$ cat src/rtl/pipe_adder.sv
`timescale 1ns/1ps
// -----------------------------------------------------------------------------
// pipe_adder
//
// Pipelined add/subtract unit for the band-pass filter datapath. The WIDTH-bit
// carry chain is split into STAGES chunks of CW = WIDTH/STAGES bits; stage k
// adds chunk k and registers the chunk result together with its carry, the
// operands still to be consumed, the partial result and the sub flag.
//
// Arithmetic: b_eff = sub ? ~b : b, carry0 = sub ? ~c_in : c_in,
//             sum = a + b_eff + carry0 (mod 2^WIDTH), so sub gives a - b - c_in.
//
// Handshake: a beat moves on a clock edge when its valid is high and the
// receiver's ready is high. The whole pipe stalls together:
//   advance = !out_valid || out_ready, in_ready = advance.
// Bubbles are carried through, never squeezed out.
//
// Ports:
//   clock      rising-edge clock
//   reset_n    asynchronous active-low reset
//   in_valid   operand beat valid
//   in_ready   unit accepts a beat this cycle
//   a, b       operands (WIDTH bits)
//   c_in       carry-in (add) / borrow-in (sub)
//   sub        0 = add, 1 = subtract
//   out_valid  result valid
//   out_ready  downstream accepts the result
//   sum        result (WIDTH bits)
//   c_out      raw carry out of the MSB (sub: 1 = no borrow)
//   overflow   signed two's-complement overflow
//
// Build option: define PIPE_ADDER_SAT_EN to saturate sum to the signed limit
// on overflow (limit picked by a[MSB]); c_out and overflow stay raw.
// -----------------------------------------------------------------------------
module pipe_adder #(
    parameter int WIDTH  = 16,
    parameter int STAGES = 4
) (
    input  logic             clock,
    input  logic             reset_n,
    input  logic             in_valid,
    output logic             in_ready,
    input  logic [WIDTH-1:0] a,
    input  logic [WIDTH-1:0] b,
    input  logic             c_in,
    input  logic             sub,
    output logic             out_valid,
    input  logic             out_ready,
    output logic [WIDTH-1:0] sum,
    output logic             c_out,
    output logic             overflow
);

    localparam int CW   = WIDTH / STAGES;
    localparam int LAST = STAGES - 1;
    localparam int MSB  = WIDTH - 1;
    // Inter-stage registers exist only between stages; keep at least one entry
    // so the declarations stay legal for STAGES == 1.
    localparam int PIPE = (STAGES > 1) ? STAGES - 1 : 1;

    if (WIDTH % STAGES != 0) begin : g_bad_cfg
        $error("pipe_adder: WIDTH must be divisible by STAGES");
    end

    // Per-stage valid bits; the last one is out_valid.
    logic [STAGES-1:0] valid_q, valid_d;

    // Beat payload between stage k and stage k+1.
    logic [WIDTH-1:0]  a_q   [PIPE];
    logic [WIDTH-1:0]  a_d   [PIPE];
    logic [WIDTH-1:0]  b_q   [PIPE];
    logic [WIDTH-1:0]  b_d   [PIPE];
    logic [WIDTH-1:0]  res_q [PIPE];
    logic [WIDTH-1:0]  res_d [PIPE];
    logic [PIPE-1:0]   sub_q, sub_d;
    logic [PIPE-1:0]   carry_q, carry_d;

    // Output registers of the final stage.
    logic [WIDTH-1:0]  sum_q, sum_d;
    logic              c_out_q, c_out_d;
    logic              ovf_q, ovf_d;

    logic              advance;

    assign advance  = !valid_q[LAST] || out_ready;
    assign in_ready = advance;

    for (genvar k = 0; k < STAGES; k++) begin : g_stage
        logic [WIDTH-1:0] a_in, b_in, r_in, res_w;
        logic             c_st, s_in, v_in;
        logic [CW-1:0]    b_chunk;
        logic [CW:0]      chunk_sum;

        if (k == 0) begin : g_first
            assign a_in = a;
            assign b_in = b;
            assign c_st = sub ^ c_in;      // carry0 = sub ? ~c_in : c_in
            assign r_in = '0;
            assign s_in = sub;
            assign v_in = in_valid;
        end else begin : g_next
            assign a_in = a_q[k-1];
            assign b_in = b_q[k-1];
            assign c_st = carry_q[k-1];
            assign r_in = res_q[k-1];
            assign s_in = sub_q[k-1];
            assign v_in = valid_q[k-1];
        end

        // b travels raw; each stage inverts only the chunk it consumes.
        assign b_chunk   = s_in ? ~b_in[k*CW +: CW] : b_in[k*CW +: CW];
        assign chunk_sum = {1'b0, a_in[k*CW +: CW]} + {1'b0, b_chunk}
                         + {{CW{1'b0}}, c_st};

        always_comb begin
            res_w              = r_in;
            res_w[k*CW +: CW]  = chunk_sum[CW-1:0];
        end

        assign valid_d[k] = v_in;

        if (k == LAST) begin : g_out
            logic ovf_w;
            // b_chunk[CW-1] is the MSB of b_eff in the top chunk.
            assign ovf_w   = (a_in[MSB] == b_chunk[CW-1]) && (res_w[MSB] != a_in[MSB]);
            assign ovf_d   = ovf_w;
            assign c_out_d = chunk_sum[CW];
`ifdef PIPE_ADDER_SAT_EN
            // Operands share a sign on overflow, so a[MSB] gives the true sign.
            assign sum_d = !ovf_w    ? res_w :
                           a_in[MSB] ? {1'b1, {MSB{1'b0}}} :
                                       {1'b0, {MSB{1'b1}}};
`else
            assign sum_d = res_w;
`endif
        end else begin : g_fwd
            assign a_d[k]     = a_in;
            assign b_d[k]     = b_in;
            assign res_d[k]   = res_w;
            assign sub_d[k]   = s_in;
            assign carry_d[k] = chunk_sum[CW];
        end
    end

    always_ff @(posedge clock or negedge reset_n) begin
        if (!reset_n) begin
            valid_q <= '0;
            sub_q   <= '0;
            carry_q <= '0;
            for (int k = 0; k < LAST; k++) begin
                a_q[k]   <= '0;
                b_q[k]   <= '0;
                res_q[k] <= '0;
            end
            sum_q   <= '0;
            c_out_q <= 1'b0;
            ovf_q   <= 1'b0;
        end else if (advance) begin
            valid_q <= valid_d;
            for (int k = 0; k < LAST; k++) begin
                a_q[k]     <= a_d[k];
                b_q[k]     <= b_d[k];
                res_q[k]   <= res_d[k];
                sub_q[k]   <= sub_d[k];
                carry_q[k] <= carry_d[k];
            end
            sum_q   <= sum_d;
            c_out_q <= c_out_d;
            ovf_q   <= ovf_d;
        end
    end

    assign out_valid = valid_q[LAST];
    assign sum       = sum_q;
    assign c_out     = c_out_q;
    assign overflow  = ovf_q;

endmodule
$ cat config.mk
export PLATFORM = sky130hd
export DESIGN_NAME = pipe_adder
export DESIGN_NICKNAME = d
export VERILOG_FILES = /design/src/rtl/pipe_adder.sv
export SDC_FILE = /design/constraint.sdc
export NUM_CORES = 1
export LEC_CHECK = 0
export CORE_MARGIN = 2
export CORE_UTILIZATION = 59
export DETAILED_ROUTE_END_ITERATION = 8
export GPL_ROUTABILITY_DRIVEN = 0
export PLACE_DENSITY_LB_ADDON = 0.05
export SLEW_MARGIN = 20
export SYNTH_ARGS = -nofsm -noshare
export SYNTH_HDL_FRONTEND = slang
export SYNTH_SLANG_ARGS = --single-unit
$ cat constraint.sdc
create_clock -name clock -period 6.1 [get_ports clock]
set_input_delay 0.61 -clock clock [delete_from_list [all_inputs] [get_ports clock]]
set_output_delay 0.61 -clock clock [all_outputs]
set_load 0.01 [all_outputs]
==> results of run 1 <==
[cell families after synthesis]
logic type,synth area share (%)
AOI/OAI and AO/OA,5.040
xor gates and xnor gates,4.756
adders and majority gates,7.305
buffers and inverters,3.709
DFF,56.63
and+or+nand+nor,22.57
[power by group]
group          internal (µW)  switching, µW
registers                957            166
logic                    535            585
clock network            228            210
total                   1720            962
[worst max-delay path, stage by stage]
cell and delay, ns:
clkdlybuf4s50_1 0.44, nor2b_4 0.11, buf_4 0.69, clkinv_2 0.13, clkdlybuf4s50_1 0.52
[routing by layer]
layer  global-route usage, %  vias to the layer above  wire (µm)
met4                   8.462                        0        164
li1                        -                     1558          -
met2                   34.14                       53       3742
met1                   26.98                     1435       3353
met3                   3.255                       15        232
met5                       0                        -          0
[registers in the layout, indices dropped and copies added (netlist names)]
name and cells:
sum 16, sub_q 3, g_stage.b_in 24, g_stage.r_in 24
overflow 1, carry_q 3, g_stage.a_in 24, c_out 1
valid_q 4
[layout make-up]
type / instances / area, µm² / area share [%]
timing repair buffer: 60 / 590.6 / 11.29
clock buffer: 10 / 127.6 / 2.440
sequential: 100 / 2502 / 47.85
clock inverter: 5 / 77.57 / 1.483
tap: 99 / 123.9 / 2.368
multi-input combinational: 340 / 1758 / 33.61
inverter: 13 / 50.05 / 0.9569
[worst max-delay path by stage]
stage	startpoint	endpoint	slack, ns	cells after the start
5_1_grt	out_ready	in_ready	2.83	5
4_1_cts	out_ready	in_ready	2.95	5
3_3_place_gp	out_ready	in_ready	2.97	5
2_1_floorplan	sub	carry_q[0]	3.73	7
3_5_place_dp	out_ready	in_ready	2.95	5
6_report	out_ready	in_ready	2.98	5
[layout by cell type, fill, tap and decap left out, types with 8 or more instances in the layout]
cell type	instances
fa_1	8
nand2_1	238
clkbuf_8	9
xor2_1	17
o21ai_0	11
nor2_1	10
inv_1	12
dfrtp_1	100
a21oi_1	14
ha_1	13
clkdlybuf4s50_1	56
[through the flow]
stage          total power (µW)  util, %  setup WS [ns]  area, µm²
4_1_cts                    2718    72.11          2.955       5230
2_1_floorplan              1922        -          3.728       4419
6_report                   2681    72.11          2.979       5230
3_3_place_gp               2208    69.28          2.974       5025
3_5_place_dp               2278    69.28          2.951       5025
5_1_grt                    2932    72.11          2.834       5230
==> impl_metrics.json, run 1 <==
{
  "viasPerCell": 4.882,
  "path_class": "in2out",
  "num_rows": 31,
  "synth.top_cells.by_count": "nand2_1 (238), dfrtp_1 (100), xor2_1 (17)",
  "grt_pass1_wl_mm": 13.61,
  "worst-r2r-cell-count": 6,
  "holdWs_ns": 0.2729,
  "cp_max_fo": 93,
  "rr_endpoint": "g_stage[2].a_in[8]",
  "timing.final.crit_share_pct": 51.16,
  "worstPathArrival_ns": 2.51,
  "ios": 58,
  "antenna_found_initial": 0,
  "drv_cap": 0,
  "hpwl_mm": 5.093,
  "h-tree-depth": 3,
  "cts-resized-gates": 0,
  "synthArstFlopShare_pct": 100.0,
  "power_density_nw_per_um2": 512.6,
  "synth_top_cell_by_area": "dfrtp_1",
  "cp-start-kind": "input port",
  "synth_top_area_share_pct": 56.63,
  "cts_buffer_depth": 2,
  "synth_top_cells_by_area": "dfrtp_1 (57%), nand2_1 (20%), ha_1 (3.7%)",
  "die_w_um": 90.55,
  "cts_setup_buffers": 0,
  "io_buffers": 57,
  "cts_inserted_buffers": 9,
  "grt_max_degree": 108,
  "nets": 583,
  "track_usage_pct": 20.48,
  "outcome": "completed",
  "slew_viol_final": 0,
  "vias": 3061,
  "finalSetupViolations": 0,
  "synth-seq-cells": 100,
  "synth.distinct_cells": 27,
  "leakagePower_uw": 0.002668,
  "vdd_drop_max_mv": 0.2040,
  "syn_nets": 537,
  "fin_crit_ns": 3.121,
  "start_util_pct": 60.93,
  "fp.dieH_um": 90.55,
  "clock-sinks": 100,
  "r2r_slack_ns": 3.83,
  "drtPass1Iterations": 6,
  "drc": 0,
  "clock_latency_ns": 0.35,
  "fill_cells": 595,
  "cts_root_buffer": "clkbuf_8",
  "critPathCaptureType": "output port",
  "yosysMostFrequentCell": "nand2_1",
  "max_freq_mhz": 320.4,
  "drt_wl_total_mm": 7.493,
  "die_area_um2": 8198,
  "diodes": 0,
  "grt_pass1_vias": 3105,
  "drt_iter0_drc": 134,
  "tns_ns": 0,
  "relSlewSlack_pct": 33.90,
  "ys_seq_area_share_pct": 56.63,
  "wl_per_cell_um": 11.95,
  "reg2reg_from": "valid_q[3]",
  "ys.flop_type": "dfrtp_1",
  "ant_nets": 0,
  "area.growth.synth_to_final_pct": 18.35,
  "layout.cells.non_filler": 627,
  "syn_inst": 478,
  "rsz0062_at_grt": "false",
  "synthesis.area_um2": 4419,
  "finalHoldViolations": 0,
  "coreArea_um2": 7253,
  "drive_above_1_share_pct": 3.977,
  "worstPathRequired_ns": 5.49,
  "dp.cells": 612,
  "yosys_warnings": 0,
  "synth-edff-count": 0,
  "clock_skew_ns": 0.007481,
  "path_clk_slew_ns": 0.09,
  "hold_buffers": 0,
  "avgSynthCellArea_um2": 9.245,
  "hold_class": "in2async",
  "tightest_slew_ns": 0.9915,
  "grt-ovfl-total": 0,
  "cts_tree": "yes"
}
Power figures use the tool's default switching activity.
==> run 2, diff against run 1 <==
--- a/config.mk
+++ b/config.mk
@@ -6,7 +6,7 @@
 export NUM_CORES = 1
 export LEC_CHECK = 0
 export CORE_MARGIN = 2
-export CORE_UTILIZATION = 59
+export CORE_UTILIZATION = 50
 export DETAILED_ROUTE_END_ITERATION = 8
 export GPL_ROUTABILITY_DRIVEN = 0
 export PLACE_DENSITY_LB_ADDON = 0.05
==> constraint.sdc (replaced) <==
create_clock -name clock -period 2.56 [get_ports clock]
set_input_delay 0.256 -clock clock [delete_from_list [all_inputs] [get_ports clock]]
set_output_delay 0.256 -clock clock [all_outputs]
set_load 0.01 [all_outputs]
==> impl_metrics.json, run 2 (synthesis results as in run 1) <==
{
  "power_density_nw_per_um2": 1216,
  "io_buffers": 57,
  "drtPass1Iterations": 4,
  "track_usage_pct": 17.41,
  "fp.dieH_um": 98.02,
  "cp-start-kind": "flip-flop",
  "num_rows": 34,
  "antenna_found_initial": 0,
  "vdd_drop_max_mv": 0.4993,
  "drive_above_1_share_pct": 4.520,
  "worst-r2r-cell-count": 7,
  "startpoint": "sub_q[1]",
  "timing.final.crit_share_pct": 80.10,
  "hold_class": "in2async",
  "reg2reg_from": "sub_q[1]",
  "diodes": 0,
  "ios": 58,
  "holdWs_ns": 0.3938,
  "drt_iter0_drc": 73,
  "rsz0062_at_grt": "false",
  "start_util_pct": 51.17,
  "fin_crit_ns": 2.051,
  "clockPowerShare_pct": 16.8,
  "clock-sinks": 100,
  "switching_share_pct": 36.02,
  "placed_cell_area_um2": 5089,
  "coreArea_um2": 8636,
  "cts_tree": "yes",
  "die_w_um": 98.02,
  "path_clk_slew_ns": 0.10,
  "nets": 586,
  "p_comb_share_pct": 41.9,
  "wl_per_cell_um": 12.01,
  "leakagePower_uw": 0.002695,
  "worstPathRequired_ns": 2.80,
  "final_common_cell": "nand2_1",
  "p_sw_uw": 2326,
  "internal-power_uw": 4132,
  "die_area_um2": 9607,
  "fin_area_um2": 5311,
  "drt_wl_total_mm": 7.677,
  "tns_ns": 0,
  "wl_met3_um": 262,
  "hpwl_mm": 5.033,
  "max_freq_mhz": 487.7,
  "ant_nets": 0,
  "drv_cap": 0,
  "relSlewSlack_pct": 67.22,
  "path_class": "reg2reg",
  "viasPerCell": 4.800,
  "cp_max_fo": 6,
  "crit_end": "carry_q[2]",
  "tightest_slew_ns": 0.4918,
  "cts_root_buffer": "clkbuf_8",
  "dr_wl_met2_mm": 3.565,
  "clock_latency_ns": 0.36,
  "cts_inserted_buffers": 9,
  "area.growth.synth_to_final_pct": 20.19,
  "grt-ovfl-total": 0,
  "finalSetupViolations": 0,
  "seqPwrFrac_pct": 41.3,
  "worstPathArrival_ns": 2.29,
  "cts-resized-gates": 0,
  "grt_max_degree": 93,
  "vias": 3067,
  "cts_buffer_depth": 2,
  "final_util_pct": 61.50,
  "routed.top_layer": "met4",
  "finalHoldViolations": 0,
  "drc": 0,
  "grt_pass1_wl_mm": 13.74,
  "r2r_slack_ns": 0.51,
  "final_cell_mix": "nand2_1 (238), dfrtp_1 (100), clkdlybuf4s50_1 (56)",
  "clock_skew_ns": 0.01202,
  "outcome": "completed",
  "rr_endpoint": "carry_q[2]",
  "slew_viol_final": 0,
  "h-tree-depth": 3,
  "critPathCaptureType": "flip-flop",
  "grt_pass1_vias": 2983,
  "wl_met1_mm": 3.735
}
==> run 2: layer usage <==
layer  vias up  GRT usage (%)
met5         -              0
met4         0          5.449
met3         9          3.293
met2        52          28.29
met1      1441          23.95
li1       1565              -
==> run 2: cell type report <==
class                   instances  area [µm²]
fillers                       767        3324
flip-flops and latches        100        2502
multi-input cells             340        1758
repair buffers                 63       653.1
well taps                     108       135.1
clock buffers                   9       123.9
clock inverters                 6       88.84
inverters                      13       50.05
==> run 2: metrics by stage <==
stage	std cells	power [µW]	setup slack, ns
floorplan	478	4579	0.5423
global placement	623	5331	0.2076
detailed placement	623	5457	0.1452
CTS	639	6559	0.4993
global route	639	7069	0.3766
finish	639	6458	0.5094
==> run 2: critical path: stages, from the launching register on <==
cell and delay [ns]:
dfrtp_1 0.48, xnor2_1 0.26, fa_1 0.24, inv_1 0.06
fa_1 0.40, a21o_1 0.18, a211oi_1 0.25, a21oi_1 0.07
==> run 2: how the worst min path moves through the flow <==
stage | startpoint | endpoint | slack (ns)
global placement | reset_n | g_stage[3].r_in[0] | 0.26
CTS | a[9] | g_stage[1].a_in[9] | 0.40
floorplan | reset_n | c_out | -0.04
global route | a[13] | g_stage[1].a_in[13] | 0.42
detailed placement | reset_n | g_stage[1].r_in[0] | 0.26
finish | reset_n | g_stage[1].r_in[0] | 0.39
==> run 2: power groups by stage <==
stage          Combinational [µW]  Sequential (µW)  Clock [µW]
2_1_floorplan                1920             2660           0
3_3_place_gp                 2650             2690           0
3_5_place_dp                 2750             2710           0
4_1_cts                      2770             2680        1120
5_1_grt                      3140             2760        1170
6_report                     2710             2670        1090
==> run 2: what timing repair did <==
item	4_1_cts	5_1_grt
setup buffers	0	0
endpoints found under the hold margin	37	0
hold buffers	1	0
setup endpoints to repair	0	0
